[src/rtl/frogger_move_input.sv]
// Frogger move-input conditioner: turns four raw, bouncy, asynchronous
// direction buttons into clean one-cycle move pulses. Each button is
// synchronised and debounced, then press-edge detected. One arbiter
// owns a single direction at a time and can optionally auto-repeat it.
module frogger_move_input #(
    parameter int c_DEBOUNCE_LIMIT = 250000,
    parameter int c_REPEAT_EN      = 1,
    parameter int c_REPEAT_DELAY   = 12500000,
    parameter int c_REPEAT_RATE    = 5000000
) (
    input  logic       i_Clk,
    input  logic       i_Rst_N,
    input  logic       i_Enable,
    input  logic       i_Up_Btn,
    input  logic       i_Down_Btn,
    input  logic       i_Left_Btn,
    input  logic       i_Right_Btn,
    output logic       o_Up_Mvt,
    output logic       o_Down_Mvt,
    output logic       o_Left_Mvt,
    output logic       o_Right_Mvt,
    output logic       o_Held,
    output logic [1:0] o_Last_Dir
);

    localparam int c_DB_W    = $clog2(c_DEBOUNCE_LIMIT);
    localparam int c_TMR_MAX = (c_REPEAT_DELAY > c_REPEAT_RATE) ? c_REPEAT_DELAY : c_REPEAT_RATE;
    localparam int c_TMR_W   = $clog2(c_TMR_MAX + 1);

    localparam logic [c_DB_W-1:0]  c_DB_LAST   = c_DB_W'(c_DEBOUNCE_LIMIT - 1);
    localparam logic [c_TMR_W-1:0] c_TMR_DELAY = c_TMR_W'(c_REPEAT_DELAY - 1);
    localparam logic [c_TMR_W-1:0] c_TMR_RATE  = c_TMR_W'(c_REPEAT_RATE - 1);

    typedef enum logic {
        IDLE = 1'b0,
        HOLD = 1'b1
    } state_t;

    // Bit index doubles as the direction code: 0 up, 1 down, 2 left, 3 right.
    logic [3:0]        btn_s;
    logic [3:0]        sync1_r;
    logic [3:0]        sync2_r;
    logic [3:0]        deb_r;
    logic [3:0]        deb_d_r;
    logic [c_DB_W-1:0] cnt_r [4];
    logic [3:0]        press_s;

    state_t             state_r;
    state_t             state_s;
    logic [1:0]         owner_r;
    logic [1:0]         owner_s;
    logic [c_TMR_W-1:0] timer_r;
    logic [c_TMR_W-1:0] timer_s;
    logic [3:0]         mvt_r;
    logic [3:0]         mvt_s;
    logic [1:0]         last_dir_r;
    logic [1:0]         last_dir_s;
    logic [1:0]         sel_s;

    assign btn_s   = {i_Right_Btn, i_Left_Btn, i_Down_Btn, i_Up_Btn};
    assign press_s = deb_r & ~deb_d_r;

    // Two-flop synchroniser for the asynchronous raw buttons.
    always_ff @(posedge i_Clk or negedge i_Rst_N) begin
        if (!i_Rst_N) begin
            sync1_r <= 4'b0000;
            sync2_r <= 4'b0000;
        end else begin
            sync1_r <= btn_s;
            sync2_r <= sync1_r;
        end
    end

    // Debounce: adopt the synchronised level only after it has differed
    // from the debounced state for c_DEBOUNCE_LIMIT consecutive cycles.
    always_ff @(posedge i_Clk or negedge i_Rst_N) begin
        if (!i_Rst_N) begin
            deb_r   <= 4'b0000;
            deb_d_r <= 4'b0000;
            for (int i = 0; i < 4; i++) begin
                cnt_r[i] <= {c_DB_W{1'b0}};
            end
        end else begin
            deb_d_r <= deb_r;
            for (int i = 0; i < 4; i++) begin
                if (sync2_r[i] != deb_r[i]) begin
                    if (cnt_r[i] == c_DB_LAST) begin
                        deb_r[i] <= sync2_r[i];
                        cnt_r[i] <= {c_DB_W{1'b0}};
                    end else begin
                        cnt_r[i] <= cnt_r[i] + c_DB_W'(1);
                    end
                end else begin
                    cnt_r[i] <= {c_DB_W{1'b0}};
                end
            end
        end
    end

    // Fixed-priority pick among simultaneous presses: up > down > left > right.
    always_comb begin
        sel_s = 2'd3;
        if (press_s[0]) begin
            sel_s = 2'd0;
        end else if (press_s[1]) begin
            sel_s = 2'd1;
        end else if (press_s[2]) begin
            sel_s = 2'd2;
        end else begin
            sel_s = 2'd3;
        end
    end

    // Arbiter next state: grant one owner per press, repeat while held,
    // and drop everything while the game is not accepting moves.
    always_comb begin
        state_s    = state_r;
        owner_s    = owner_r;
        timer_s    = timer_r;
        mvt_s      = 4'b0000;
        last_dir_s = last_dir_r;
        if (!i_Enable) begin
            state_s = IDLE;
            timer_s = {c_TMR_W{1'b0}};
        end else begin
            case (state_r)
                IDLE: begin
                    if (press_s != 4'b0000) begin
                        mvt_s[sel_s] = 1'b1;
                        owner_s      = sel_s;
                        last_dir_s   = sel_s;
                        timer_s      = c_TMR_DELAY;
                        state_s      = HOLD;
                    end else begin
                        state_s = IDLE;
                    end
                end
                HOLD: begin
                    // Release wins over a repeat that falls due on the same cycle.
                    if (!deb_r[owner_r]) begin
                        state_s = IDLE;
                        timer_s = {c_TMR_W{1'b0}};
                    end else if (c_REPEAT_EN != 0) begin
                        if (timer_r != {c_TMR_W{1'b0}}) begin
                            timer_s = timer_r - c_TMR_W'(1);
                        end else begin
                            mvt_s[owner_r] = 1'b1;
                            timer_s        = c_TMR_RATE;
                        end
                    end else begin
                        state_s = HOLD;
                    end
                end
                default: begin
                    state_s = IDLE;
                    timer_s = {c_TMR_W{1'b0}};
                end
            endcase
        end
    end

    // Arbiter state and registered outputs.
    always_ff @(posedge i_Clk or negedge i_Rst_N) begin
        if (!i_Rst_N) begin
            state_r    <= IDLE;
            owner_r    <= 2'd0;
            timer_r    <= {c_TMR_W{1'b0}};
            mvt_r      <= 4'b0000;
            last_dir_r <= 2'd0;
        end else begin
            state_r    <= state_s;
            owner_r    <= owner_s;
            timer_r    <= timer_s;
            mvt_r      <= mvt_s;
            last_dir_r <= last_dir_s;
        end
    end

    assign o_Up_Mvt    = mvt_r[0];
    assign o_Down_Mvt  = mvt_r[1];
    assign o_Left_Mvt  = mvt_r[2];
    assign o_Right_Mvt = mvt_r[3];
    assign o_Held      = (state_r == HOLD);
    assign o_Last_Dir  = last_dir_r;

endmodule

[config.mk]
export PLATFORM = sky130hd
export DESIGN_NAME = frogger_move_input
export DESIGN_NICKNAME = d
export VERILOG_FILES = /design/src/rtl/frogger_move_input.sv
export SDC_FILE = /design/constraint.sdc
export NUM_CORES = 1
export LEC_CHECK = 0
export ABC_AREA = 1
export BUFFER_PORTS_ARGS = -buffer_cell sky130_fd_sc_hd__buf_2
export CORE_ASPECT_RATIO = 1.1
export CORE_MARGIN = 2
export CORE_UTILIZATION = 55
export DETAILED_ROUTE_END_ITERATION = 7
export MAX_ROUTING_LAYER = met4
export PLACE_DENSITY = 0.79
export SYNTH_ARGS = -nofsm -noshare
export SYNTH_HDL_FRONTEND = slang
export SYNTH_SLANG_ARGS = --single-unit
[constraint.sdc]
create_clock -name i_Clk -period 4.1 [get_ports i_Clk]
set_input_delay 0.41 -clock i_Clk [delete_from_list [all_inputs] [get_ports i_Clk]]
set_output_delay 0.41 -clock i_Clk [all_outputs]
set_load 0.02 [all_outputs]
==> summary.txt <==
Synthesis
  • Synthesized instance count: a little over 800
  • Count of cell types in the netlist: 40
  • EDFF count, synth: 0
  • Synth warnings: 0
  • Register area share after synthesis: 0.4665
  • Synth top area share: 0.4665
  • Synthesized net count: between 800 and 900
  • Yosys top cell by area: dfrtp_1
  • Top_reg_cell synth: dfrtp_1
  • Post-synthesis register bit count: 119
  • Synth top cells by count: nand2_1 (182), nor2_1 (140), dfrtp_1 (119), inv_1 (100), nand3_1 (45)
  • Synth Cell Area: 6384 um^2
  • FFs w/ async S/R, synth: 1.000
  • Count leader, synth: nand2_1
  • Mean Syn Cell Area: a little under 8 um^2
  • Top post-synthesis cells by area: dfrtp_1 (47%), nand2_1 (11%), nor2_1 (8.2%)

Layout
  • Register Area: slightly below 3000 um^2
  • Util after Layout: 0.6426
  • Final net count: roughly 860
  • Number of fill cells: ~970
  • Synthesis-to-layout area growth: 14.64%
  • ANT cells: 0
  • Share of cells above drive strength 1: 0.1137
  • Multi-input gate area: just under 3000 um^2

Routing
  • Post-route DRC: 0
  • Vias per cell: 5.167
  • Initial DRC Count: between 300 and 400
  • Drt pass-1 iters: 7
  • Per-cell routed wire length: roughly 13 um
  • Vias: around 5200
  • Total routed wirelength: 12.94 mm
  • Post-route ant nets: 0

Placement
  • Port Buffers: 13
  • Hpwl dp: approximately 9 mm
  • Gpl congestion: 0.8975

STA
  • Post-route clock period utilization: 0.4304
  • Peak Freq: ~0.57 GHz
  • Slew HR: 0.5394
  • Post-layout min period: 1764 ps
  • Final hold vios: 0
  • Final Setup Violations: 0
  • RSZ-0062 raised after global routing: false
  • Clock Skews: around 8.9 ps
  • Fin. max-slew vios: 0
  • Worst-margin pin slew: between 600 and 700 ps
  • Setup_tns: 0 ps

Clock tree
  • CTS Root Cell: clkbuf_16
  • Buffer count from post-CTS setup fixing: 0
  • H-tree levels: 4
  • Clock transition at path regs: 60 ps
  • Clock buffer depth: 2
  • Clock Latency Late Sink: 420 ps
  • Hold Buf Count CTS: 0
  • Post-cts resize count: 0
  • CTS tree: built
  • Sink Count: approximately 120
  • TritonCTS buffer count: 17

Die
  • I/O pin cnt: 14
  • FP Rows: 41
  • Die H: roughly 120 um
  • Die W: approximately 110 um
  • Total core area: 11390 um^2
  • Die area: 12490 um^2
  • Initial Util: 0.5605

Global route
  • Total grt overflow: 0
  • Gr usage total: 0.2384
  • Global-route wire length before repair: around 23 mm
  • Pin count of the biggest net entering global routing: 66
  • Initial antenna violation count: 0
  • Vias in the first global route: 5136

Outcome
  • Status: complete, no violations

Pwr
  • Maximum VDD drop: around 0.28 mV
  • Total leakage power: ~3.5 nW
  • Pwr Density: about 430 nW/um^2

Setup path
  • CP endpoint kind: flip-flop
  • Crit path DAT: roughly 2100 ps
  • CP Launch Type: flip-flop
  • Reg2Reg Setup Slack: between 2000 and 2500 ps
  • Critical setup path kind: flip-flop to flip-flop
  • Maximum fanout along the worst path: 17
  • Crit path required time: roughly 4400 ps

Job
  • Max-cap viol count: 0

Hold path
  • Hold crit path type: input port to async pin
## cell families (layout without fill, tap and decap cells)
logic type / count (synthesis) / after routing / synth area share
and+or+nand+nor: 474 / 474 / 0.3387
buffers and inverters: 112 / 151 / 0.06860
DFF: 119 / 119 / 0.4665
xor gates and xnor gates: 34 / 34 / 0.04665
adders and majority gates: 6 / 6 / 0.01176
AOI/OAI and AO/OA: 78 / 78 / 0.06782
## area by class of cell
class                   count  share of cell area
well taps                 150             0.02565
inverters                 105             0.05403
clock inverters            12             0.03351
repair buffers             14             0.01197
multi-input cells         592              0.4055
flip-flops and latches    119              0.4069
clock buffers              20             0.06240
## per-layer routing
layer  up-vias  routed length, um  global-route usage
li1       2669                  -                   -
met1      2425               5929              0.2882
met2       107               6166              0.3800
met3        28                528             0.05703
met4         0                313              0.1143
met5         -                  0                   -
## worst paths after layout
check,from,end,cells after the start
min in group i_Clk,i_Up_Btn,sync1_r[0]$_DFF_PN0_,1
worst min register to register,sync1_r[0]$_DFF_PN0_,sync2_r[0]$_DFF_PN0_,0
worst min-delay path,i_Rst_N,timer_r[6]$_DFFE_PN0P_,1
worst max-delay path,o_Held$_DFF_PN0_,mvt_r[3]$_DFF_PN0_,5
worst max register to register,o_Held$_DFF_PN0_,mvt_r[3]$_DFF_PN0_,5
max in group asynchronous,i_Rst_N,cnt_r[43]$_DFF_PN0_,2
## per-stage QoR
| step | cells | total power (W) | hold WS, ps | setup WS, ps | area (um^2) |
|---|---|---|---|---|---|
| after floorplan | 823 | 0.001319 | 114.4 | 2713 | 6384 |
| after global placement | 980 | 0.001369 | 333.4 | 2333 | 6616 |
| after detailed placement | 980 | 0.001372 | 335.5 | 2290 | 6616 |
| after CTS | 1012 | 0.003142 | 59.23 | 2358 | 7318 |
| after global routing | 1012 | 0.003221 | 84.70 | 2130 | 7318 |
| final | 1012 | 0.003118 | 22.38 | 2336 | 7318 |
## sequential cells by signal, summed over array words and instances (netlist names)
register / flops
cnt_r: 72
sync2_r: 4
o_Last_Dir: 2
o_Held: 1
deb_r: 4
timer_r: 24
mvt_r: 4
sync1_r: 4
deb_d_r: 4
## worst max-delay path: stages, from the launching register on
cell and delay [ps]:
dfrtp_1 450, nor2_2 500, inv_1 210, nor2_1 250, nand2_1 110, o22ai_1 160
## layout by cell type, fill, tap and decap left out, drive strengths merged
cell type / synthesis / layout
ha: 6 / 6
dfrtp: 119 / 119
a21o: 1 / 1
or2: 1 / 1
and2: 1 / 1
nor2: 171 / 171
a21boi: 2 / 2
o21bai: 3 / 3
bufinv: 0 / 7
nor3b: 11 / 11
xor2: 28 / 28
nand3b: 1 / 1
clkbuf: 1 / 20
a21oi: 18 / 18
nand4: 17 / 17
a31oi: 2 / 2
and3: 1 / 1
nor3: 33 / 33
o22ai: 2 / 2
clkinv: 2 / 5
xnor2: 6 / 6
clkinvlp: 0 / 1
nand3: 45 / 45
inv: 103 / 104
a211oi: 2 / 2
nand2: 193 / 193
buf: 6 / 14
o21ai: 44 / 44
o211ai: 4 / 4
## power by group
| group | leakage [nW] | internal, W | switching, W |
|---|---|---|---|
| sequential | 1.63 | 0.00119 | 0.0000140 |
| combinational | 1.56 | 0.0000424 | 0.000102 |
| clock | 0.341 | 0.00123 | 0.000534 |
| total | 3.53 | 0.00247 | 0.000650 |
Note: power is estimated with default switching activity, not from simulation.
